===== config.mk =====
export PLATFORM = sky130hd
export DESIGN_NAME = host_packet_router_flat
export DESIGN_NICKNAME = d
export VERILOG_FILES = /design/src/rtl/host_packet_router_if.sv /design/src/rtl/host_packet_router.sv /design/src/flat_wrapper.sv
export SDC_FILE = /design/constraint.sdc
export NUM_CORES = 1
export LEC_CHECK = 0
export ABC_AREA = 1
export BUFFER_PORTS_ARGS = -buffer_cell sky130_fd_sc_hd__buf_4
export CAP_MARGIN = 10
export CORE_UTILIZATION = 35
export DETAILED_ROUTE_END_ITERATION = 6
export SLEW_MARGIN = 20
export SYNTH_ARGS = -nofsm -noshare
export SYNTH_HDL_FRONTEND = slang
export SYNTH_SLANG_ARGS = --single-unit

===== constraint.sdc =====
create_clock -name sys_clk -period 3.9 [get_ports sys_clk]
set_input_delay 0 -clock sys_clk [delete_from_list [all_inputs] [get_ports sys_clk]]
set_output_delay 0 -clock sys_clk [all_outputs]
set_load 0.1 [all_outputs]

===== src/rtl/host_packet_router_if.sv =====
// Host-side channel bus bundle: host link byte streams plus the per-channel
// master/slave signals. The router drives through the master modport.
interface host_packet_router_if #(
  parameter int N_CH = 5
);
  logic [7:0]        rx_data;
  logic              rx_valid;
  logic [7:0]        tx_data;
  logic              tx_valid;
  logic              tx_ready;
  logic [7:0]        master_data;
  logic [N_CH-1:0]   valid_bus;
  logic [N_CH-1:0]   rdreq_bus;
  logic [N_CH-1:0]   have_msg_bus;
  logic [8*N_CH-1:0] len_bus;
  logic [8*N_CH-1:0] slave_data_bus;
  logic              rx_err;

  modport master (
    input  rx_data, rx_valid, tx_ready, have_msg_bus, len_bus, slave_data_bus,
    output tx_data, tx_valid, master_data, valid_bus, rdreq_bus, rx_err
  );

  modport slave (
    output rx_data, rx_valid, tx_ready, have_msg_bus, len_bus, slave_data_bus,
    input  tx_data, tx_valid, master_data, valid_bus, rdreq_bus, rx_err
  );
endinterface


===== src/rtl/host_packet_router.sv =====
// Host link framer/deframer: RX dispatches framed payload to one channel,
// TX round-robin polls channel FIFOs and frames their messages to the host.
//
// state       | meaning
// RX_HUNT     | waiting for SYNC
// RX_ADDR     | next byte is channel address
// RX_LEN      | next byte is payload length
// RX_DATA     | forwarding payload bytes
// RX_CHK      | next byte is checksum
// TX_POLL     | searching channels after the round-robin pointer
// TX_HDR_SYNC | presenting SYNC
// TX_HDR_ADDR | presenting channel index
// TX_HDR_LEN  | presenting latched length
// TX_RD       | one-cycle read request to channel FIFO
// TX_LATCH    | capturing FIFO byte
// TX_SEND     | presenting payload byte
// TX_CHK      | presenting checksum
module host_packet_router #(
  parameter int         N_CH    = 5,
  parameter logic [7:0] SYNC    = 8'h55,
  parameter int         TIMEOUT = 1000000
) (
  input logic                  sys_clk,
  input logic                  n_rst,
  host_packet_router_if.master bus
);
  localparam int CH_W  = (N_CH > 1) ? $clog2(N_CH) : 1;
  localparam int GAP_W = $clog2(TIMEOUT + 1);
  localparam logic [GAP_W-1:0] GAP_LOAD = GAP_W'(TIMEOUT - 1);

  typedef enum logic [2:0] {RX_HUNT, RX_ADDR, RX_LEN, RX_DATA, RX_CHK} rx_state_t;
  typedef enum logic [2:0] {
    TX_POLL, TX_HDR_SYNC, TX_HDR_ADDR, TX_HDR_LEN, TX_RD, TX_LATCH, TX_SEND, TX_CHK
  } tx_state_t;

  rx_state_t        rx_state;
  logic [7:0]       rx_addr;
  logic [7:0]       rx_cnt;
  logic [7:0]       rx_xor;
  logic [GAP_W-1:0] gap_cnt;
  logic [N_CH-1:0]  addr_hot;

  tx_state_t        tx_state;
  logic [CH_W-1:0]  rr_ptr;
  logic [CH_W-1:0]  tx_ch;
  logic [7:0]       tx_cnt;
  logic [7:0]       tx_xor;
  logic [N_CH-1:0]  ch_hot;

  logic [7:0]       len_arr [N_CH];
  logic [7:0]       slv_arr [N_CH];
  logic             poll_hit;
  logic [CH_W-1:0]  poll_ch;
  logic [CH_W-1:0]  cand;

  for (genvar k = 0; k < N_CH; k++) begin : g_chan
    assign len_arr[k]  = bus.len_bus[8*k +: 8];
    assign slv_arr[k]  = bus.slave_data_bus[8*k +: 8];
    assign addr_hot[k] = (rx_addr == 8'(k));
    assign ch_hot[k]   = (tx_ch == CH_W'(k));
  end

  // Gap timer is a down-counter reloaded on every byte; expiry aborts the frame.
  always_ff @(posedge sys_clk or negedge n_rst) begin
    if (!n_rst) begin
      rx_state        <= RX_HUNT;
      rx_addr         <= '0;
      rx_cnt          <= '0;
      rx_xor          <= '0;
      gap_cnt         <= GAP_LOAD;
      bus.master_data <= '0;
      bus.valid_bus   <= '0;
      bus.rx_err      <= 1'b0;
    end else begin
      bus.valid_bus <= '0;
      bus.rx_err    <= 1'b0;
      if (bus.rx_valid) begin
        gap_cnt <= GAP_LOAD;
        case (rx_state)
          RX_HUNT: if (bus.rx_data == SYNC) rx_state <= RX_ADDR;
          RX_ADDR: begin
            rx_addr  <= bus.rx_data;
            rx_xor   <= bus.rx_data;
            rx_state <= RX_LEN;
          end
          RX_LEN: begin
            if (bus.rx_data == 8'd0) begin
              bus.rx_err <= 1'b1;
              rx_state   <= RX_HUNT;
            end else begin
              rx_cnt   <= bus.rx_data;
              rx_xor   <= rx_xor ^ bus.rx_data;
              rx_state <= RX_DATA;
            end
          end
          RX_DATA: begin
            bus.master_data <= bus.rx_data;
            bus.valid_bus   <= addr_hot;
            rx_xor          <= rx_xor ^ bus.rx_data;
            rx_cnt          <= rx_cnt - 8'd1;
            if (rx_cnt == 8'd1) rx_state <= RX_CHK;
          end
          RX_CHK: begin
            bus.rx_err <= (bus.rx_data != rx_xor) || (addr_hot == '0);
            rx_state   <= RX_HUNT;
          end
          default: rx_state <= RX_HUNT;
        endcase
      end else if (rx_state != RX_HUNT) begin
        if (gap_cnt == '0) begin
          bus.rx_err <= 1'b1;
          rx_state   <= RX_HUNT;
          gap_cnt    <= GAP_LOAD;
        end else begin
          gap_cnt <= gap_cnt - 1'b1;
        end
      end else begin
        gap_cnt <= GAP_LOAD;
      end
    end
  end

  always_comb begin
    poll_hit = 1'b0;
    poll_ch  = '0;
    cand     = '0;
    for (int i = 1; i <= N_CH; i++) begin
      cand = CH_W'((int'(rr_ptr) + i) % N_CH);
      if (!poll_hit && bus.have_msg_bus[cand] && (len_arr[cand] != 8'd0)) begin
        poll_hit = 1'b1;
        poll_ch  = cand;
      end
    end
  end

  // tx_valid is high in every HDR/SEND/CHK state, so tx_ready alone marks the handshake.
  always_ff @(posedge sys_clk or negedge n_rst) begin
    if (!n_rst) begin
      tx_state      <= TX_POLL;
      rr_ptr        <= '0;
      tx_ch         <= '0;
      tx_cnt        <= '0;
      tx_xor        <= '0;
      bus.tx_data   <= '0;
      bus.tx_valid  <= 1'b0;
      bus.rdreq_bus <= '0;
    end else begin
      case (tx_state)
        TX_POLL: begin
          if (poll_hit) begin
            tx_ch        <= poll_ch;
            tx_cnt       <= len_arr[poll_ch];
            tx_xor       <= 8'(poll_ch) ^ len_arr[poll_ch];
            bus.tx_data  <= SYNC;
            bus.tx_valid <= 1'b1;
            tx_state     <= TX_HDR_SYNC;
          end
        end
        TX_HDR_SYNC: if (bus.tx_ready) begin
          bus.tx_data <= 8'(tx_ch);
          tx_state    <= TX_HDR_ADDR;
        end
        TX_HDR_ADDR: if (bus.tx_ready) begin
          bus.tx_data <= tx_cnt;
          tx_state    <= TX_HDR_LEN;
        end
        TX_HDR_LEN: if (bus.tx_ready) begin
          bus.tx_valid  <= 1'b0;
          bus.rdreq_bus <= ch_hot;
          tx_state      <= TX_RD;
        end
        TX_RD: begin
          bus.rdreq_bus <= '0;
          tx_state      <= TX_LATCH;
        end
        TX_LATCH: begin
          bus.tx_data  <= slv_arr[tx_ch];
          tx_xor       <= tx_xor ^ slv_arr[tx_ch];
          bus.tx_valid <= 1'b1;
          tx_state     <= TX_SEND;
        end
        TX_SEND: if (bus.tx_ready) begin
          tx_cnt <= tx_cnt - 8'd1;
          if (tx_cnt == 8'd1) begin
            bus.tx_data <= tx_xor;
            tx_state    <= TX_CHK;
          end else begin
            bus.tx_valid  <= 1'b0;
            bus.rdreq_bus <= ch_hot;
            tx_state      <= TX_RD;
          end
        end
        TX_CHK: if (bus.tx_ready) begin
          bus.tx_valid <= 1'b0;
          rr_ptr       <= tx_ch;
          tx_state     <= TX_POLL;
        end
        default: tx_state <= TX_POLL;
      endcase
    end
  end
endmodule


===== src/flat_wrapper.sv =====
// flat-port wrapper written by rule: the top's interface ports become plain ports
module host_packet_router_flat 
#(
  parameter int         N_CH    = 5,
  parameter logic [7:0] SYNC    = 8'h55,
  parameter int         TIMEOUT = 1000000
)
  (sys_clk, n_rst, bus_rx_data, bus_rx_valid, bus_tx_ready, bus_have_msg_bus, bus_len_bus, bus_slave_data_bus, bus_tx_data, bus_tx_valid, bus_master_data, bus_valid_bus, bus_rdreq_bus, bus_rx_err);
  host_packet_router_if #(.N_CH(N_CH)) bus_i ();
  input logic sys_clk;
  input logic n_rst;
  input wire logic [$bits(bus_i.rx_data)-1:0] bus_rx_data;
  input wire logic [$bits(bus_i.rx_valid)-1:0] bus_rx_valid;
  input wire logic [$bits(bus_i.tx_ready)-1:0] bus_tx_ready;
  input wire logic [$bits(bus_i.have_msg_bus)-1:0] bus_have_msg_bus;
  input wire logic [$bits(bus_i.len_bus)-1:0] bus_len_bus;
  input wire logic [$bits(bus_i.slave_data_bus)-1:0] bus_slave_data_bus;
  output wire logic [$bits(bus_i.tx_data)-1:0] bus_tx_data;
  output wire logic [$bits(bus_i.tx_valid)-1:0] bus_tx_valid;
  output wire logic [$bits(bus_i.master_data)-1:0] bus_master_data;
  output wire logic [$bits(bus_i.valid_bus)-1:0] bus_valid_bus;
  output wire logic [$bits(bus_i.rdreq_bus)-1:0] bus_rdreq_bus;
  output wire logic [$bits(bus_i.rx_err)-1:0] bus_rx_err;
  assign bus_i.rx_data = bus_rx_data;
  assign bus_i.rx_valid = bus_rx_valid;
  assign bus_i.tx_ready = bus_tx_ready;
  assign bus_i.have_msg_bus = bus_have_msg_bus;
  assign bus_i.len_bus = bus_len_bus;
  assign bus_i.slave_data_bus = bus_slave_data_bus;
  assign bus_tx_data = bus_i.tx_data;
  assign bus_tx_valid = bus_i.tx_valid;
  assign bus_master_data = bus_i.master_data;
  assign bus_valid_bus = bus_i.valid_bus;
  assign bus_rdreq_bus = bus_i.rdreq_bus;
  assign bus_rx_err = bus_i.rx_err;
  host_packet_router #(.N_CH(N_CH), .SYNC(SYNC), .TIMEOUT(TIMEOUT)) u_core (.sys_clk(sys_clk), .n_rst(n_rst), .bus(bus_i));
endmodule

==> metrics.md, run 1 <==
| Metric | Value |
|---|---|
| Delay of the slowest critical-path stage | `0.41 ns` |
| Placed cell areas | `0.009595 mm2` |
| Die H | `151.2 um` |
| CTS tree | `done` |
| RSZ-0062 raised after global routing | `true` |
| Max Fclk | `254.2 MHz` |
| Max Cap Viol | `0` |
| Routed met3 length | `1470 um` |
| Vias in the first global route | `8096` |
| Min-delay worst type | `input port to register` |
| Crit Path Class | `register to register` |
| Top sig layer | `met4` |
| Critical hold path startpoint | `bus_len_bus[38]` |
| Design Area, Final | `0.01095 mm2` |
| Worst Setup SP | `u_core.rr_ptr[0]$_DFFE_PN0P_` |
| Post-Syn Area per Cell | `6.735 um2` |
| Die W | `151.2 um` |
| Drt drc | `4` |
| Arr. time, crit path | `4.18 ns` |
| Register area share after synthesis | `32.33%` |
| Setup WS post-layout | `-0.03421 ns` |
| Period utilisation layout | `100.9%` |
| Worst slew margin | `35.45%` |
| Vias | `8543` |
| Tmin final | `3.934 ns` |
| Row Count | `54` |
| Routed Wire Length | `25080 um` |
| Synth area leaders | `dfrtp_1 28%, nand2_1 15%, inv_1 6.6%` |
| Worst Tran Pin Value | `0.9648 ns` |
| Syn. warnings | `0` |
| Crit. End Element | `register` |
| Fill cells | `2195` |
| CP max FO | `8` |
| Post-synth top area share | `28.28%` |
| IO Count | `125` |
| Post-synth EDFFs | `0` |
| Starting DRT DRC Count | `495` |
| Clock tree root driver cell | `clkbuf_16` |
| Required @ worst endpoint | `4.15 ns` |
| Failing checks | `DRC, setup timing` |
| Largest net degree at the start of global routing | `71` |
| Cell Area, Synth | `0.007786 mm2` |
| Primary FF master, synth | `dfrtp_1` |
| Initial antenna violation count | `0` |
| Synthesis-to-finish area growth | `40.61%` |
| Antenna cells | `0` |
| CTS Buffer Depth | `2` |
| PortBufs | `124` |
| First-pass GRT wire length | `39480 um` |
| Global Route Usage Sum | `22.00%` |
| Num CTS Buffers | `9` |
| DIE AREA | `0.02285 mm2` |
| Routed len/inst | `14.95 um` |
| Antenna Nets Post-Route | `0` |
| Starting density of the core | `35.68%` |
| Pins Over Slew Limit | `0` |
| Setup_tns | `-0.1898 ns` |
| H-tree depth | `3` |
| Cell repeated most along the worst path | `nand2_4` |
| DR pass1 iterations | `7` |
| Most common cell in the netlist | `nand2_1` |
| DP HPWL | `18770 um` |
| Area leader, netlist | `dfrtp_1` |
| Critical path startpoint category | `register` |
| Delay-heaviest family, CP | `simple AND/OR/NAND/NOR gates` |
| Clock Skew | `0.007680 ns` |
| Status | `finished, violations left` |
| Mapped Cells | `1156` |
| Reg2reg start | `u_core.rr_ptr[0]$_DFFE_PN0P_` |
| Footprint of the multi-input gates | `0.005263 mm2` |
| Bufs and invs on worst path | `7` |
| Max stage delay cell, worst path | `dfrtp_1` |
| Final Hold Viols | `0` |
| Yosys cell types | `55` |
| Mapped Nets | `1281` |
| FFs w/ async S/R, synth | `100.0%` |
| Core Footprint | `0.02182 mm2` |
| FF+latch count, synth | `100` |
| Grt ovf | `0` |
| Clock-pin slew on the worst setup and hold paths | `0.07 ns` |
| Fraction of layout cells with a size suffix above 1 | `30.26%` |
| Post-DR vias/cell | `5.091` |
| Setup violators final | `11` |
| Skew-Pair Late Insertion Delay | `0.35 ns` |
| Most instantiated cells after synthesis | `319 x nand2_1, 137 x inv_1, 119 x nor2_1` |
| Seq. cell area | `0.002519 mm2` |
| TritonCTS Sinks | `100` |
| Final weighted congestion of routability-driven global placement | `0.8608` |
| WL met2 | `11880 um` |
| M1 WL | `11120 um` |
| Nets | `1518` |
tightest hold or removal path, stage by stage:
cell and delay [ns]:
buf_4 0.09, nand2_1 0.07, nand3_2 0.08, nand2_1 0.05
nand2_1 0.06
cell usage in the layout (no fill, tap or decap), drive strengths merged:
cell and instances:
nand2 341, buf 234, inv 147, nor2 123, nand3 105, dfrtp 88
o21ai 79, a21oi 48, ha 28, nor3 22, o211ai 20, nand4 19
xor2 19, clkbuf 13, xnor2 12, dlygate4sd3 12, dfstp 12, a22oi 12
nor4 9, o21a 9, clkinv 7, a221oi 5, a31oi 5, or2 4
nand3b 3, a41oi 3, and3 2, or4 2, o22ai 2, a211oi 2
o31ai 2, and2 1, o41ai 1, a31o 1, a21boi 1, mux2i 1
o2111ai 1, a22o 1, o311ai 1, nor3b 1
cell families after synthesis:
| group | share of synthesized area [%] |
|---|---|
| buffers and inverters | 8.886 |
| xor gates and xnor gates | 3.487 |
| and+or+nand+nor | 35.43 |
| DFF | 32.33 |
| AOI/OAI and AO/OA | 15.19 |
| muxes | 0.1767 |
| adders and majority gates | 4.499 |
area by class of cell:
class | instances | share of cell area [%]
Multi-Input combinational cell | 885 | 48.07
Tap cell | 280 | 3.200
Sequential cell | 100 | 23.01
Timing Repair Buffer | 246 | 17.89
Clock inverter | 3 | 0.1371
Clock buffer | 13 | 2.286
Inverter | 151 | 5.417
path summary, 6_finish.rpt:
path,end,depth (start not counted),slack [ns]
max,u_core.tx_cnt[2]$_DFFE_PN0P_,32,-0.03
min,u_core.tx_cnt[6]$_DFFE_PN0P_,5,0.02
max reg2reg,u_core.tx_cnt[2]$_DFFE_PN0P_,32,-0.03
min reg2reg,u_core.gap_cnt[0]$_DFF_PN1_,1,0.46
max in group asynchronous,u_core.tx_cnt[5]$_DFFE_PN0P_,3,2.62
min in group asynchronous,u_core.gap_cnt[11]$_DFF_PN0_,2,0.34
metrics by stage:
stage | utilization (%) | hold slack (ns) | std cells | setup slack [ns]
final | 50.17 | 0.02246 | 1678 | -0.03421
after global placement | 43.97 | 0.2047 | 1616 | -0.07082
after detailed placement | 43.97 | 0.1991 | 1616 | -0.1287
after CTS | 47.25 | 0.02051 | 1657 | -0.03670
after global routing | 50.17 | 0.04796 | 1678 | -0.2781
after floorplan | - | -0.2956 | 1156 | 0.009295
layer usage:
layer  vias to the layer above  GRT usage [%]
li1                       4281              -
met1                      3965          29.55
met2                       259          35.92
met3                        38          3.464
met4                         0          7.200
met5                         -              0
sequential cells by signal, indices dropped and copies added, names as in the netlist, 3 cells and up:
signal / flops
u_core.rx_cnt: 8
u_core.rx_addr: 8
u_core.tx_ch: 3
u_core.bus.valid_bus: 5
u_core.tx_xor: 8
u_core.rr_ptr: 3
u_core.bus.tx_data: 8
u_core.bus.rdreq_bus: 5
u_core.gap_cnt: 20
u_core.bus.master_data: 8
u_core.rx_state: 3
u_core.rx_xor: 8
u_core.tx_cnt: 8
u_core.tx_state: 3
what timing repair did:
| action | 4_1_cts | 5_1_grt |
|---|---|---|
| gates cloned | 2 | 1 |
| pin swaps | 40 | 94 |
| endpoints found under the setup margin | 29 | 31 |
| hold endpoints to repair | 68 | 0 |
| buffers inserted | 11 | 22 |
| hold buffers | 12 | 0 |
| resized for setup | 54 | 125 |
Power of run 1 is left out: the tool's default activity adds up to more than one toggle a clock period on the data nets, which glitch-free logic cannot reach.
==> run 2: changes to the inputs <==
--- a/config.mk
+++ b/config.mk
@@ -5,7 +5,6 @@
 export SDC_FILE = /design/constraint.sdc
 export NUM_CORES = 1
 export LEC_CHECK = 0
-export ABC_AREA = 1
 export BUFFER_PORTS_ARGS = -buffer_cell sky130_fd_sc_hd__buf_4
 export CAP_MARGIN = 10
 export CORE_UTILIZATION = 35
==> run 2 against run 1 <==
The flow finishes with violations (setup timing). Die area increased by 4.9%. Critical path depth decreased by 9. Via count increased by 1.4%. Hold slack improved by 0.0096 ns. Critical path type unchanged. Synthesized area increased by 5.0%. Setup slack got worse by 0.77 ns.
==> metrics.md, run 2 <==
| Metric | Value |
|---|---|
| Register bank with the most flops | `u_core.gap_cnt` |
| Setup violators final | `29` |
| Filler-free cell count of the finished design | `1548` |
| TritonCTS Sinks | `100` |
| Reg2reg start | `u_core.rr_ptr[1]$_DFFE_PN0P_` |
| Tmin final | `4.705 ns` |
| Starting DRT DRC Count | `644` |
| Clock-pin slew on the worst setup and hold paths | `0.07 ns` |
| RSZ-0062 raised after global routing | `true` |
| Worst Tran Pin Value | `0.9361 ns` |
| Crit. End Element | `register` |
| Critical hold path startpoint | `bus_len_bus[37]` |
| Worst slew margin | `37.59%` |
| Final Hold Viols | `0` |
| H-tree depth | `3` |
| Mapped Nets | `1058` |
| CTS tree | `done` |
| Critical path startpoint category | `register` |
| Design Area, Final | `0.01193 mm2` |
| Placed cell areas | `0.01065 mm2` |
| CP max FO | `5` |
| DR pass1 iterations | `5` |
| FF+latch count, synth | `100` |
| Final weighted congestion of routability-driven global placement | `0.9376` |
| Flop-to-flop setup slack | `-0.81 ns` |
| Arr. time, crit path | `4.98 ns` |
| Starting density of the core | `35.90%` |
| IO Count | `125` |
| Most common cell in the netlist | `dfrtp_1` |
| Failing checks | `setup timing` |
| R2R cell count | `23` |
| Cell Area, Synth | `0.008177 mm2` |
| DP HPWL | `21030 um` |
| Post-synth EDFFs | `0` |
| Clock Skew | `0.01000 ns` |
| Post-synth top area share | `26.93%` |
| FFs w/ async S/R, synth | `100.0%` |
| Global Route Usage Sum | `23.64%` |
| Footprint of the multi-input gates | `0.005917 mm2` |
| Grt ovf | `0` |
| Min-delay worst type | `input port to register` |
| Vias | `8660` |
| Synthesis-to-finish area growth | `45.94%` |
| Most common cell after layout, fill and taps aside | `buf_4` |
| Mapped Cells | `933` |
| Antenna Nets Post-Route | `0` |
| Routed len/inst | `18.15 um` |
| Nets | `1354` |
| Post-DR vias/cell | `5.594` |
| Status | `finished, violations left` |
| DIE AREA | `0.02398 mm2` |
| Area leader, netlist | `dfrtp_1` |
| Worst R2R End | `u_core.tx_cnt[7]$_DFFE_PN0P_` |
| Routed Wire Length | `28090 um` |
| Flip-flop count of the largest register after layout | `20` |
| Primary FF master, synth | `dfrtp_1` |
| CTS Buffer Depth | `2` |
| Die H | `154.8 um` |
| Die W | `154.8 um` |
| Skew-Pair Late Insertion Delay | `0.35 ns` |
| Syn. warnings | `0` |
| Fill cells | `2115` |
| Period utilisation layout | `120.6%` |
| Max Fclk | `212.5 MHz` |
| Drt drc | `0` |
| Pins Over Slew Limit | `0` |
| Placed Cells | `1475` |
| Core Footprint | `0.02278 mm2` |
| Vias in the first global route | `8648` |
| Row Count | `55` |
| Synth area leaders | `dfrtp_1 27%, mux2_2 4.7%, ha_1 4.3%` |
| Seq. cell area | `0.002521 mm2` |
| Required @ worst endpoint | `4.17 ns` |
| First-pass GRT wire length | `45080 um` |
| Post-Syn Area per Cell | `8.764 um2` |
| PortBufs | `124` |
| Clock tree root driver cell | `clkbuf_16` |
| Initial antenna violation count | `1` |
| Crit Path Class | `register to register` |
| Commonest non-fill, non-tap cells in the layout | `291 x buf_4, 85 x dfrtp_1, 77 x nor2_1` |
| Setup WS post-layout | `-0.8050 ns` |
| Hold Crit Depth | `4` |
| Fraction of layout cells with a size suffix above 1 | `40.60%` |
| Hold Path Sink | `u_core.tx_xor[5]$_DFFE_PN0P_` |
| Register area share after synthesis | `30.79%` |
| Num CTS Buffers | `9` |
| Yosys cell types | `94` |
| Largest net degree at the start of global routing | `72` |
| Max Cap Viol | `0` |
| Most instantiated cells after synthesis | `88 x dfrtp_1, 80 x nand2_1, 79 x nor2_1` |
==> run 2: cell count changes in the layout (fill, tap and decap cells not counted), sizes merged, moves of 21 or more <==
cell,delta
nand2,-261
nor2,-42
buf,+82
mux2,+41
nand3,-80
inv,-118
mux2i,+21
o21ai,-23
==> run 2: routing by layer <==
metal | vias to the layer above | GRT usage [%] | routed length [um]
met5 | - | 0 | 0
met4 | 0 | 7.355 | 837
met3 | 61 | 3.530 | 1521
met2 | 303 | 39.82 | 13410
met1 | 4175 | 31.14 | 12330
li1 | 4121 | - | -
==> run 2: cell families after synthesis <==
family,count (synthesis),synth area share (%)
compound gates,289,25.37
simple gates,334,20.89
buf+inv,78,4.177
fa+ha+maj,28,4.285
xor+xnor,33,3.856
flops,100,30.79
mux,71,10.63
==> run 2: timing repair <==
item | in CTS | in global routing
hold buffers | 16 | 1
gates cloned | 3 | 0
gates resized for setup | 87 | 34
setup endpoints to repair | 29 | 29
buffers inserted | 29 | 12
pin swaps | 52 | 29
hold endpoints to repair | 90 | 1
==> run 2: worst max-delay path by stage <==
stage               cells after the start                            to                         start
global placement                       20  u_core.tx_xor[6]$_DFFE_PN0P_  u_core.rr_ptr[1]$_DFFE_PN0P_
floorplan                              23  u_core.tx_cnt[1]$_DFFE_PN0P_  u_core.rr_ptr[0]$_DFFE_PN0P_
CTS                                    19  u_core.tx_xor[7]$_DFFE_PN0P_  u_core.rr_ptr[1]$_DFFE_PN0P_
global route                           23  u_core.tx_cnt[7]$_DFFE_PN0P_  u_core.rr_ptr[1]$_DFFE_PN0P_
finish                                 23  u_core.tx_cnt[7]$_DFFE_PN0P_  u_core.rr_ptr[1]$_DFFE_PN0P_
detailed placement                     21  u_core.tx_cnt[5]$_DFFE_PN0P_  u_core.rr_ptr[0]$_DFFE_PN0P_
==> run 2: worst max-delay path, stage by stage (launching register included) <==
cell and delay [ns]:
dfrtp_2 0.46, ha_4 0.20, xnor2_4 0.20, ha_2 0.21, inv_2 0.05, ha_4 0.25
nand4b_1 0.19, o211ai_4 0.13, o31a_1 0.34, buf_4 0.16, buf_6 0.11, o211ai_1 0.07
nand3_1 0.13, o32a_4 0.36, buf_6 0.13, a2111oi_4 0.35, nand3_2 0.15, o21a_4 0.16
buf_4 0.14, buf_6 0.12, buf_4 0.13, o211ai_1 0.26, o211ai_1 0.17, a31oi_1 0.17
==> run 2: per-stage QoR <==
stage          TNS, ns  util [%]  hold slack (ns)  setup slack (ns)
2_1_floorplan   -22.63         -          -0.2956            -1.133
3_3_place_gp    -17.10     46.77           0.2078           -0.7659
3_5_place_dp    -20.18     46.77           0.2062           -0.8560
4_1_cts         -15.78     51.45          0.03089           -0.7591
5_1_grt         -23.72     52.38          0.04157           -0.9791
6_report        -18.30     52.39          0.03208           -0.8050
==> run 2: cell type report <==
type	instances	area share (%)
multi-input cells	756	49.59
flip-flops and latches	100	21.13
inverters	29	0.9961
diodes	1	0.02097
repair buffers	333	22.46
clock inverters	6	0.6082
clock buffers	10	1.919
well taps	313	3.282
Power of run 2 is left out for the same reason.
==> run 3: changes to the inputs <==
--- a/config.mk
+++ b/config.mk
@@ -9,6 +9,7 @@
 export CAP_MARGIN = 10
 export CORE_UTILIZATION = 35
 export DETAILED_ROUTE_END_ITERATION = 6
+export MAX_ROUTING_LAYER = met4
 export SLEW_MARGIN = 20
 export SYNTH_ARGS = -nofsm -noshare
 export SYNTH_HDL_FRONTEND = slang
==> run 3 against run 2 <==
Core utilization is 0.25 points lower. The run ends with hold timing, setup timing left. Clock skew is 0.0058 ns higher. First-iteration DRC count is 11% higher. Sequential share of layout area is 0.10 points higher. Wire length is 1.4% lower. Final area is 0.48% lower. Largest cell class unchanged. Highest routed layer unchanged. Critical path type unchanged. Critical path depth is 3 lower.
==> metrics.md, run 3 (synthesis gave the netlist of run 2 again) <==
| Metric | Value |
|---|---|
| Synthesis-to-finish area growth | `45.23%` |
| DIE AREA | `0.02398 mm2` |
| Vias | `8696` |
| Routed Wire Length | `27710 um` |
| Die W | `154.8 um` |
| Delay of the slowest critical-path stage | `0.46 ns` |
| Crit path cell chain | `ha_4 > xnor2_4 > ha_2 > inv_2 > ha_4 > nand4b_1 > o211ai_4 > o31a_1 > buf_6 > o211ai_1 > nand3_1 > o32a_4 > or3_4 > o41ai_4 > o21a_1 > buf_12 > buf_8 > mux2i_2 > mux2i_2 > a221o_1` |
| DP HPWL | `20810 um` |
| Global Route Usage Sum | `23.46%` |
| Max Cap Viol | `0` |
| Tmin final | `4.721 ns` |
| Clock tree root driver cell | `clkbuf_16` |
| Post-DR vias/cell | `5.614` |
| Row Count | `55` |
| Worst Tran Pin Value | `0.8627 ns` |
| Arr. time, crit path | `4.95 ns` |
| PortBufs | `124` |
| IO Count | `125` |
| Critical path startpoint category | `register` |
| TritonCTS Sinks | `100` |
| Fraction of layout cells with a size suffix above 1 | `40.29%` |
| Routed len/inst | `17.89 um` |
| Antenna Nets Post-Route | `0` |
| Vias in the first global route | `8207` |
| Starting density of the core | `35.90%` |
| Period utilisation layout | `121.0%` |
| Antenna cells | `0` |
| Max Fclk | `211.8 MHz` |
| Max stage delay cell, worst path | `dfrtp_2` |
| Flip-flop count of the largest register after layout | `20` |
| Final weighted congestion of routability-driven global placement | `0.9595` |
| Drt drc | `0` |
| Nets | `1356` |
| Setup WS post-layout | `-0.8208 ns` |
| CTS Buffer Depth | `2` |
| RSZ-0062 raised after global routing | `true` |
| Failing checks | `hold timing, setup timing` |
| CTS tree | `done` |
| Grt ovf | `0` |
| Initial antenna violation count | `0` |
| Die H | `154.8 um` |
| Setup violators final | `29` |
| Largest net degree at the start of global routing | `77` |
| Skew-Pair Late Insertion Delay | `0.36 ns` |
| Starting DRT DRC Count | `717` |
| Num CTS Buffers | `9` |
| Pins Over Slew Limit | `0` |
| Min-delay worst type | `input port to register` |
| Bufs and invs on worst path | `4` |
| H-tree depth | `3` |
| Clock-pin slew on the worst setup and hold paths | `0.08 ns` |
| Setup_tns | `-18.24 ns` |
| Status | `finished, violations left` |
| Final Hold Viols | `1` |
| CP max FO | `7` |
| Core Footprint | `0.02278 mm2` |
| DR pass1 iterations | `5` |
| Register bank with the most flops | `u_core.gap_cnt` |
| Most common cell after layout, fill and taps aside | `buf_4` |
| Worst slew margin | `42.04%` |
| Crit Path Class | `register to register` |
| First-pass GRT wire length | `43190 um` |
| Crit. End Element | `register` |
| Dpl ws | `-0.8846 ns` |
| Delay-heaviest family, CP | `compound AO/OA/AOI/OAI gates` |
| Commonest non-fill, non-tap cells in the layout | `293 x buf_4, 85 x dfrtp_1, 76 x nand2_1` |
| Required @ worst endpoint | `4.13 ns` |
| Final hold slack | `-0.005647 ns` |
| Fill cells | `2095` |
| Clock Skew | `0.01584 ns` |
run 3: cell types whose count changed in the layout (fill, tap and decap cells not counted), moves of 3 or more:
| cell | delta |
|---|---|
| ha_1 | +5 |
| ha_2 | -4 |
| a211oi_2 | -3 |
| nor2_1 | -3 |
| o21ai_0 | +3 |
run 3: path summary, 6_finish.rpt:
| kind | start | to | slack, ns | cells past startpoint |
|---|---|---|---|---|
| worst min register to register | u_core.gap_cnt[0]$_DFF_PN1_ | u_core.gap_cnt[0]$_DFF_PN1_ | 0.46 | 1 |
| min in group asynchronous | n_rst | u_core.bus.valid_bus[3]$_DFF_PN0_ | 0.23 | 2 |
| worst min-delay path | bus_len_bus[32] | u_core.tx_cnt[0]$_DFFE_PN0P_ | -0.006 | 3 |
| worst max-delay path | u_core.rr_ptr[1]$_DFFE_PN0P_ | u_core.tx_xor[6]$_DFFE_PN0P_ | -0.82 | 20 |
| worst max register to register | u_core.rr_ptr[1]$_DFFE_PN0P_ | u_core.tx_xor[6]$_DFFE_PN0P_ | -0.82 | 20 |
| max in group asynchronous | n_rst | u_core.gap_cnt[19]$_DFF_PN1_ | 2.80 | 3 |
run 3: tightest hold or removal path: cells and delay by family:
family,cells,cell delay [ns]
buf+inv,1,0.11
compound gates,2,0.19
run 3: metal layers:
layer | global-route usage [%] | vias to the layer above | part of all wire [%]
met1 | 30.56 | 4181 | 44
met5 | - | - | 0
li1 | - | 4127 | -
met4 | 8.204 | 0 | 3.3
met3 | 3.110 | 56 | 5.3
met2 | 37.36 | 332 | 47
run 3: repair_timing:
action                                  in CTS  in global routing
endpoints found under the setup margin      29                 29
hold buffers                                15                  0
cloned                                       1                  0
hold endpoints to repair                    96                  0
buffers inserted                            27                 16
pin swaps                                   35                 36
resized for setup                           57                 52
run 3: area by class of cell:
class	instances	area, um2	share of cell area, %
clock buffer	10	229.0	1.928
clock inverter	6	53.80	0.4531
inverter	29	121.4	1.022
multi-input combinational	755	5833	49.12
sequential	100	2521	21.23
tap	313	391.6	3.298
timing repair buffer	336	2725	22.95
run 3: per-stage QoR:
stage / std cells / instance area, um2 / utilization (%)
after floorplan: 933 / 8394 / -
after global placement: 1477 / 10670 / 46.83
after detailed placement: 1477 / 10670 / 46.83
after CTS: 1536 / 11520 / 50.59
after global routing: 1549 / 11880 / 52.13
final: 1549 / 11880 / 52.13
Power of run 3 is left out for the same reason.
